===== config.mk =====
export PLATFORM = sky130hd
export DESIGN_NAME = regfile_write_arbiter
export DESIGN_NICKNAME = d
export VERILOG_FILES = /design/src/rtl/regfile_write_arbiter.sv
export SDC_FILE = /design/constraint.sdc
export NUM_CORES = 1
export LEC_CHECK = 0
export ABC_AREA = 1
export CAP_MARGIN = 10
export CELL_PAD_IN_SITES_DETAIL_PLACEMENT = 1
export CELL_PAD_IN_SITES_GLOBAL_PLACEMENT = 1
export CORE_UTILIZATION = 37
export DETAILED_ROUTE_END_ITERATION = 12
export PLACE_DENSITY_LB_ADDON = 0.2
export SETUP_SLACK_MARGIN = 0.05
export SYNTH_ARGS = -nofsm -noshare
export SYNTH_HDL_FRONTEND = slang
export SYNTH_SLANG_ARGS = --single-unit

===== constraint.sdc =====
create_clock -name clk -period 2.35 [get_ports clk]
set_input_delay 0.47 -clock clk [delete_from_list [all_inputs] [get_ports clk]]
set_output_delay 0.47 -clock clk [all_outputs]
set_load 0.01 [all_outputs]

===== src/rtl/regfile_write_arbiter.sv =====
// Two-requester write-back arbiter: one holding entry per source (ALU, load),
// round-robin grant into a single register-file write port, with an end-of-program drain.
//
// state  | meaning
// -------+---------------------------------------------------------------
// RUN    | accepting offers from both requesters, granting full entries
// DRAIN  | offers refused, remaining held entries written out
// DONE   | drain finished, call_for_print pulsed once; held until reset
module regfile_write_arbiter #(
    parameter int BUS_DATA_WIDTH = 64,
    parameter int REG_ADDR_WIDTH = 5
) (
    input  logic                      clk,
    input  logic                      rst_n,
    input  logic                      alu_valid,
    input  logic [REG_ADDR_WIDTH-1:0] alu_rd,
    input  logic [BUS_DATA_WIDTH-1:0] alu_data,
    output logic                      alu_ready,
    input  logic                      mem_valid,
    input  logic [REG_ADDR_WIDTH-1:0] mem_rd,
    input  logic [BUS_DATA_WIDTH-1:0] mem_data,
    output logic                      mem_ready,
    input  logic                      end_of_cycle,
    output logic                      rf_write_en,
    output logic [REG_ADDR_WIDTH-1:0] rf_waddr,
    output logic [BUS_DATA_WIDTH-1:0] rf_wdata,
    output logic                      call_for_print,
    output logic [31:0]               write_count
);

    typedef enum logic [1:0] {
        ST_RUN   = 2'd0,
        ST_DRAIN = 2'd1,
        ST_DONE  = 2'd2
    } state_t;

    localparam logic GRANT_ALU = 1'b0;
    localparam logic GRANT_MEM = 1'b1;

    state_t                    state_q;
    logic                      last_grant_q;

    logic                      alu_full_q;
    logic [REG_ADDR_WIDTH-1:0] alu_rd_q;
    logic [BUS_DATA_WIDTH-1:0] alu_data_q;
    logic                      mem_full_q;
    logic [REG_ADDR_WIDTH-1:0] mem_rd_q;
    logic [BUS_DATA_WIDTH-1:0] mem_data_q;

    logic                      rf_write_en_q;
    logic [REG_ADDR_WIDTH-1:0] rf_waddr_q;
    logic [BUS_DATA_WIDTH-1:0] rf_wdata_q;
    logic                      call_for_print_q;
    logic [31:0]               write_count_q;

    logic                      grant_alu;
    logic                      grant_mem;
    logic                      grant_any;
    logic [REG_ADDR_WIDTH-1:0] grant_rd;
    logic [BUS_DATA_WIDTH-1:0] grant_data;
    logic                      run_ok;
    logic                      alu_accept;
    logic                      mem_accept;

    // ALU wins when alone or when the load path was served last.
    always_comb begin
        grant_alu  = alu_full_q && (!mem_full_q || (last_grant_q == GRANT_MEM));
        grant_mem  = mem_full_q && !grant_alu;
        grant_any  = grant_alu || grant_mem;
        grant_rd   = grant_alu ? alu_rd_q   : mem_rd_q;
        grant_data = grant_alu ? alu_data_q : mem_data_q;
    end

    // rst_n gates ready so a requester never sees an accept while reset is held.
    assign run_ok     = rst_n && (state_q == ST_RUN);
    assign alu_ready  = run_ok && (!alu_full_q || grant_alu);
    assign mem_ready  = run_ok && (!mem_full_q || grant_mem);
    assign alu_accept = alu_valid && alu_ready;
    assign mem_accept = mem_valid && mem_ready;

    always_ff @(posedge clk or negedge rst_n) begin
        if (!rst_n) begin
            state_q          <= ST_RUN;
            last_grant_q     <= GRANT_MEM;
            alu_full_q       <= 1'b0;
            alu_rd_q         <= '0;
            alu_data_q       <= '0;
            mem_full_q       <= 1'b0;
            mem_rd_q         <= '0;
            mem_data_q       <= '0;
            rf_write_en_q    <= 1'b0;
            rf_waddr_q       <= '0;
            rf_wdata_q       <= '0;
            call_for_print_q <= 1'b0;
            write_count_q    <= '0;
        end else begin
            if (alu_accept) begin
                alu_full_q <= 1'b1;
                alu_rd_q   <= alu_rd;
                alu_data_q <= alu_data;
            end else if (grant_alu) begin
                alu_full_q <= 1'b0;
            end

            if (mem_accept) begin
                mem_full_q <= 1'b1;
                mem_rd_q   <= mem_rd;
                mem_data_q <= mem_data;
            end else if (grant_mem) begin
                mem_full_q <= 1'b0;
            end

            if (grant_any) begin
                last_grant_q <= grant_mem ? GRANT_MEM : GRANT_ALU;
            end

            // Writes to x0 are consumed but never reach the register file.
            rf_write_en_q <= 1'b0;
            if (grant_any && (grant_rd != '0)) begin
                rf_write_en_q <= 1'b1;
                rf_waddr_q    <= grant_rd;
                rf_wdata_q    <= grant_data;
                write_count_q <= write_count_q + 32'd1;
            end

            call_for_print_q <= 1'b0;
            case (state_q)
                ST_RUN: begin
                    if (end_of_cycle) begin
                        state_q <= ST_DRAIN;
                    end
                end
                ST_DRAIN: begin
                    if (!alu_full_q && !mem_full_q) begin
                        state_q          <= ST_DONE;
                        call_for_print_q <= 1'b1;
                    end
                end
                ST_DONE: begin
                    state_q <= ST_DONE;
                end
                default: begin
                    state_q <= ST_RUN;
                end
            endcase
        end
    end

    assign rf_write_en    = rf_write_en_q;
    assign rf_waddr       = rf_waddr_q;
    assign rf_wdata       = rf_wdata_q;
    assign call_for_print = call_for_print_q;
    assign write_count    = write_count_q;

endmodule


; After elaboration in Yosys (flattened, before gate mapping)
; Index checks and enable logic that the tools add are counted.
[op_classes]
reduce_logical = 21
eq_ne = 4
muxes = 13
addsub = 1
[ops]
columns = operator, n
row1 = $mux W64, 1
row2 = $add A32 B1 Y32 const B, 1
row3 = $logic_and A1 B1 Y1, 9
row4 = $mux W1, 8
row5 = $pmux W2 S3, 1
row6 = $mux W5, 1
row7 = $reduce_bool A5 Y1, 1
row8 = $logic_or A1 B1 Y1, 4
row9 = $mux W2, 2
row10 = $ne A2 B2 Y1 const B, 2
row11 = $reduce_bool A2 Y1, 2
row12 = $logic_not A1 Y1, 3
row13 = $eq A2 B1 Y1 const B, 1
row14 = $eq A2 B2 Y1 const B, 1
row15 = $logic_not A2 Y1, 1
row16 = $reduce_and A2 Y1, 1
[word_totals]
in_bits = 143
elab_cells = 52
register_bits = 246

; Longest topological paths before layout
[logic_depth]
depth_word = 9
depth_mapped = 13
mapped_depth_nobuf = 11

; Worst setup path before layout
; No wires, ideal clock.
[synth_timing]
path_type = reg-to-reg
startpoint = register last_grant_q
endpoint = register write_count_q[2] (netlist: write_count[2])
n_path_buf = 3
setup_ns = 0.117
setup_slack_ns = 0.664
path_stages_with_launch = 13
t_arrival_ns = 1.568
t_required_ns = 2.233
synth_period_minus_slack_ns = 1.686
path_cell_list = dfstp_2 > inv_1 > nand2_2 > nand2_2 > buf_6 > nand2_1 > o21ai_1 > nor2_1 > nand2_2 > buf_4 > buf_4 > nand3_1 > nand2_1
[synth_between]
elab_chain_len = 6
word_cells_on_any_way = 8
classes_between = mux: 1 / reduce/logical: 7
[synth_rtl]
columns = item, line_no
row1 = start: declaration, 41  ; logic last_grant_q;
row2 = start signal: assignment, 114  ; last_grant_q <= grant_mem ? GRANT_MEM : GRANT_ALU;
row3 = $logic_or A1 B1 Y1 (*), 67  ; grant_alu = alu_full_q && (!mem_full_q || (last_grant_q == GRANT_MEM));
row4 = $logic_and A1 B1 Y1 (*), 67
row5 = "parallel branches: the longest is 3 deep, another holds $mux W5", --
row6 = $logic_and A1 B1 Y1 (*), 119  ; if (grant_any && (grant_rd != '0)) begin
row7 = end signal: assignment, 123  ; write_count_q <= write_count_q + 32'd1;
row8 = end: declaration, 54  ; logic [31:0] write_count_q;
; Mark *: on every way between the ends.
; A chain may end at the register's enable or synchronous reset.

; Worst setup path after layout
[layout_timing]
startpoint = register state_q[0]
endpoint = output port alu_ready
[layout_between]
elab_chain_len = 3
[layout_rtl]
columns = item, line_no
row1 = start: declaration, 40  ; state_t state_q;
row2 = start signal: assignment, 83  ; state_q <= ST_RUN;
row3 = start signal: assignment, 130  ; state_q <= ST_DRAIN;
row4 = start signal: assignment, 135  ; state_q <= ST_DONE;
row5 = $logic_not A2 Y1, 75  ; assign run_ok = rst_n && (state_q == ST_RUN);
row6 = $logic_and A1 B1 Y1, 75
row7 = $logic_and A1 B1 Y1, 76  ; assign alu_ready = run_ok && (!alu_full_q || grant_alu);
row8 = end: declaration, 18  ; output logic alu_ready,
; No other way between the ends.

==> flow_summary.yaml <==
status:
  outcome: "finished clean"
final_layout:
  post-route-util_pct: 50.7
  layout.nets: 1772
  multi_input_area_um2: 4470
  fill_cells: 3520
  layoutNonFillerInstCount: 2035
  syn2layout_area_growth_pct: 34.2
  drive_gt1_share_pct: 7.67
  seq_area_um2: 6160
placement:
  place_hpwl_um: 23400
  place.gp.congestion: 0.892
  io_buffers: 247
  place_inst: 1979
power:
  peakVddDrop_mv: 0.586
  power_density_nw_per_um2: 1100
  p_leak_nw: 7.41
  total_power_w: 0.0167
floorplanning:
  dieArea_um2: 31100
  die_w_um: 176
  row_count: 63
  die_y_um: 176
  core_um2: 29800
  io_pins: 248
  start_util_pct: 37.8
detailed_routing:
  first_pass_iters: 4
  route.detailed.drc: 0
  initialDrtViolationCount: 484
  met2_length_um: 17100
  detail_route.wl_per_cell_um: 17.1
  wl_um: 34700
  highest_layer: "met5"
  wl_met3_um: 1760
  met1_length_um: 15200
  ant_nets: 0
  viasPerCell: 4.94
  vias: 10000
synth:
  synthesis.area_um2: 11300
  synth_async_sr_flop_share_pct: 100
  syn_area_per_cell_um2: 8.10
  ys_ff_latch: 246
  yosys_warnings: 0
  syn_nets: 1537
  yosys.area.top_type: "dfrtp_1"
  synth-seq-area-share_pct: 54.7
  synth.distinct_cells: 25
  synth_area_leaders: "dfrtp_1, nand2_1, nand3_1, mux2_2, nor2_1"
  syn_inst: 1390
  synth_top_flop_cell: "dfrtp_1"
  synth_edf_count: 0
  synth_top_cell_area_share_pct: 54.5
grt:
  grt_max_degree: 140
  grt_overflow_total: 0
  first_global_vias: 10400
  grt_pass1_wl_um: 55100
  grt_use_total_pct: 22.4
  grt_antenna_before_repair: 3
timing:
  skew_ps: 28.2
  final.setup.tns_ps: 0
  fmax_mhz: 445
  hold_viol: 0
  holdWs_ps: 30.5
  rsz0062_at_grt: "false"
  fin_crit_sh_pct: 95.7
  finalMaxSlewViolations: 0
  setup_viol: 0
  worst-slew-pin-transition_ps: 894
  slew_headroom_pct: 40.4
  fin_crit_ps: 2250
critical_path:
  cp_data_arrival_time_ps: 1780
  worstSetupPathType: "flop to primary output"
  crit_path_max_fanout: 3
  critPathRequiredTime_ps: 1880
  cp_top_family: "buffers and inverters"
  slowest_delay_ps: 380
  start_kind: "flop"
  slowest_stage: "dfrtp_1"
  crit_path_cell_trace: "inv_2, ha_2, nand2_1, inv_1, nand2_1, inv_2, clkdlybuf4s15_2"
  path_buf_inv: 4
  worst_setup_path_end_kind: "primary output"
  worst-r2r-setup-slack_ps: 200
cts:
  cts_tree: "done"
  h-tree-depth: 1
  root_buffer: "clkbuf_16"
  insertion_delay_ps: 560
  clkTransAtPathRegs_ps: 60
  cts_sinks: 246
  cts.path.max_buffers: 3
  cts_buffers: 28
flow_run:
  drv_cap: 0
min_path:
  hold_path_class: "input pin to async pin"
==> through the flow <==
stage                     setup slack (ps)  cell area [um2]
after CTS                             50.4            15000
final                                  100            15100
after global placement                 218            14200
after global routing                  21.6            15100
after floorplan                        664            11300
after detailed placement              97.3            14200
==> worst paths after layout <==
path,to,depth (start not counted),startpoint
setup / recovery,alu_ready,7,state_q[0]
hold / removal,mem_rd_q[3],2,rst_n
min in group clk,mem_full_q,3,mem_valid
max in group asynchronous,alu_data_q[37],3,rst_n
hold reg to reg,rf_wdata[9],2,rf_wdata[9]
setup reg to reg,write_count[7],11,last_grant_q
==> worst register-to-register path: cells and delay by family (launching register included) <==
kind | cells | cell delay [ps]
AO/OA/AOI/OAI | 1 | 200
AND/OR/NAND/NOR | 7 | 720
flip-flops | 1 | 520
buffers and inverters | 3 | 560
==> routing by layer <==
metal  vias to the layer above  GRT usage, %
li1                       4850             -
met1                      4950          28.4
met2                       197          39.1
met3                        48          4.63
met4                         2          4.96
met5                         -             0
==> cell usage in the layout (no fill, tap or decap) <==
master / netlist / routed
a21oi_1: 40 / 40
and2_1: 2 / 2
buf_12: 0 / 5
buf_16: 0 / 1
buf_4: 10 / 29
buf_6: 2 / 2
buf_8: 0 / 1
bufinv_16: 0 / 1
clkbuf_1: 22 / 8
clkbuf_16: 0 / 29
clkbuf_8: 0 / 3
clkdlybuf4s15_2: 0 / 1
clkdlybuf4s50_1: 0 / 243
clkinv_2: 0 / 5
clkinv_8: 0 / 1
clkinvlp_4: 0 / 2
dfrtp_1: 245 / 245
dfstp_2: 1 / 1
diode_2: 0 / 3
ha_1: 4 / 3
ha_2: 0 / 1
inv_1: 72 / 68
inv_2: 2 / 4
inv_4: 0 / 1
mux2_2: 33 / 33
nand2_1: 574 / 572
nand2_2: 4 / 1
nand2_4: 0 / 5
nand3_1: 182 / 182
nand3b_1: 8 / 8
nand4_1: 1 / 1
nor2_1: 94 / 94
nor3_1: 2 / 2
o21ai_0: 35 / 35
o21ai_1: 2 / 2
o22ai_1: 1 / 1
xnor2_1: 7 / 7
xor2_1: 3 / 3
==> registers in the layout (all words and copies together) (netlist names), 2 cells and up <==
name / flops
alu_data_q: 64
rf_wdata: 64
mem_rd_q: 5
write_count: 32
alu_rd_q: 5
rf_waddr: 5
mem_data_q: 64
state_q: 2
==> synthesized netlist by cell type, types with 2 or more instances <==
master and number:
ha_1 4, o21ai_1 2, inv_1 72, buf_2 33, dfrtp_1 245, nand3b_1 8, buf_1 11, xnor2_1 7
and2_1 2, a21oi_1 40, xor2_1 3, clkbuf_1 22, nor2_1 94, o21ai_0 35, nand2_1 574, inv_2 2
mux2_2 33, buf_4 10, nor3_1 2, buf_6 2, nand3_1 182, nand2_2 4
==> area by class of cell <==
cell class / instances / area share, %
clock inverters: 8 / 0.538
inverters: 74 / 1.86
flip-flops and latches: 246 / 40.8
multi-input cells: 992 / 29.6
clock buffers: 39 / 5.11
repair buffers: 283 / 18.9
well taps: 390 / 3.23
diodes: 3 / 0.0497
==> power breakdown <==
part / switching, W / internal (W)
logic: 0.00312 / 0.00260
registers: 0.000916 / 0.00593
clock network: 0.00174 / 0.00238
==> repair_timing <==
item,CTS,global route
endpoints found under the setup margin,2,82
pin swaps,0,0
cloned,0,1
hold buffers,0,0
setup buffers,1,4
resized for setup,11,5
==> logic make-up after synthesis <==
group                    count (synthesis)  share of synthesized area, %
AO/OA/AOI/OAI                           78                          3.48
XOR/XNOR                                10                         0.778
adder cells (fa/ha/maj)                  4                         0.445
buffers and inverters                  152                          5.90
flip-flops                             246                          54.7
multiplexers                            33                          3.30
AND/OR/NAND/NOR                        867                          31.4
No activity file was read; power rests on OpenSTA's default activity.
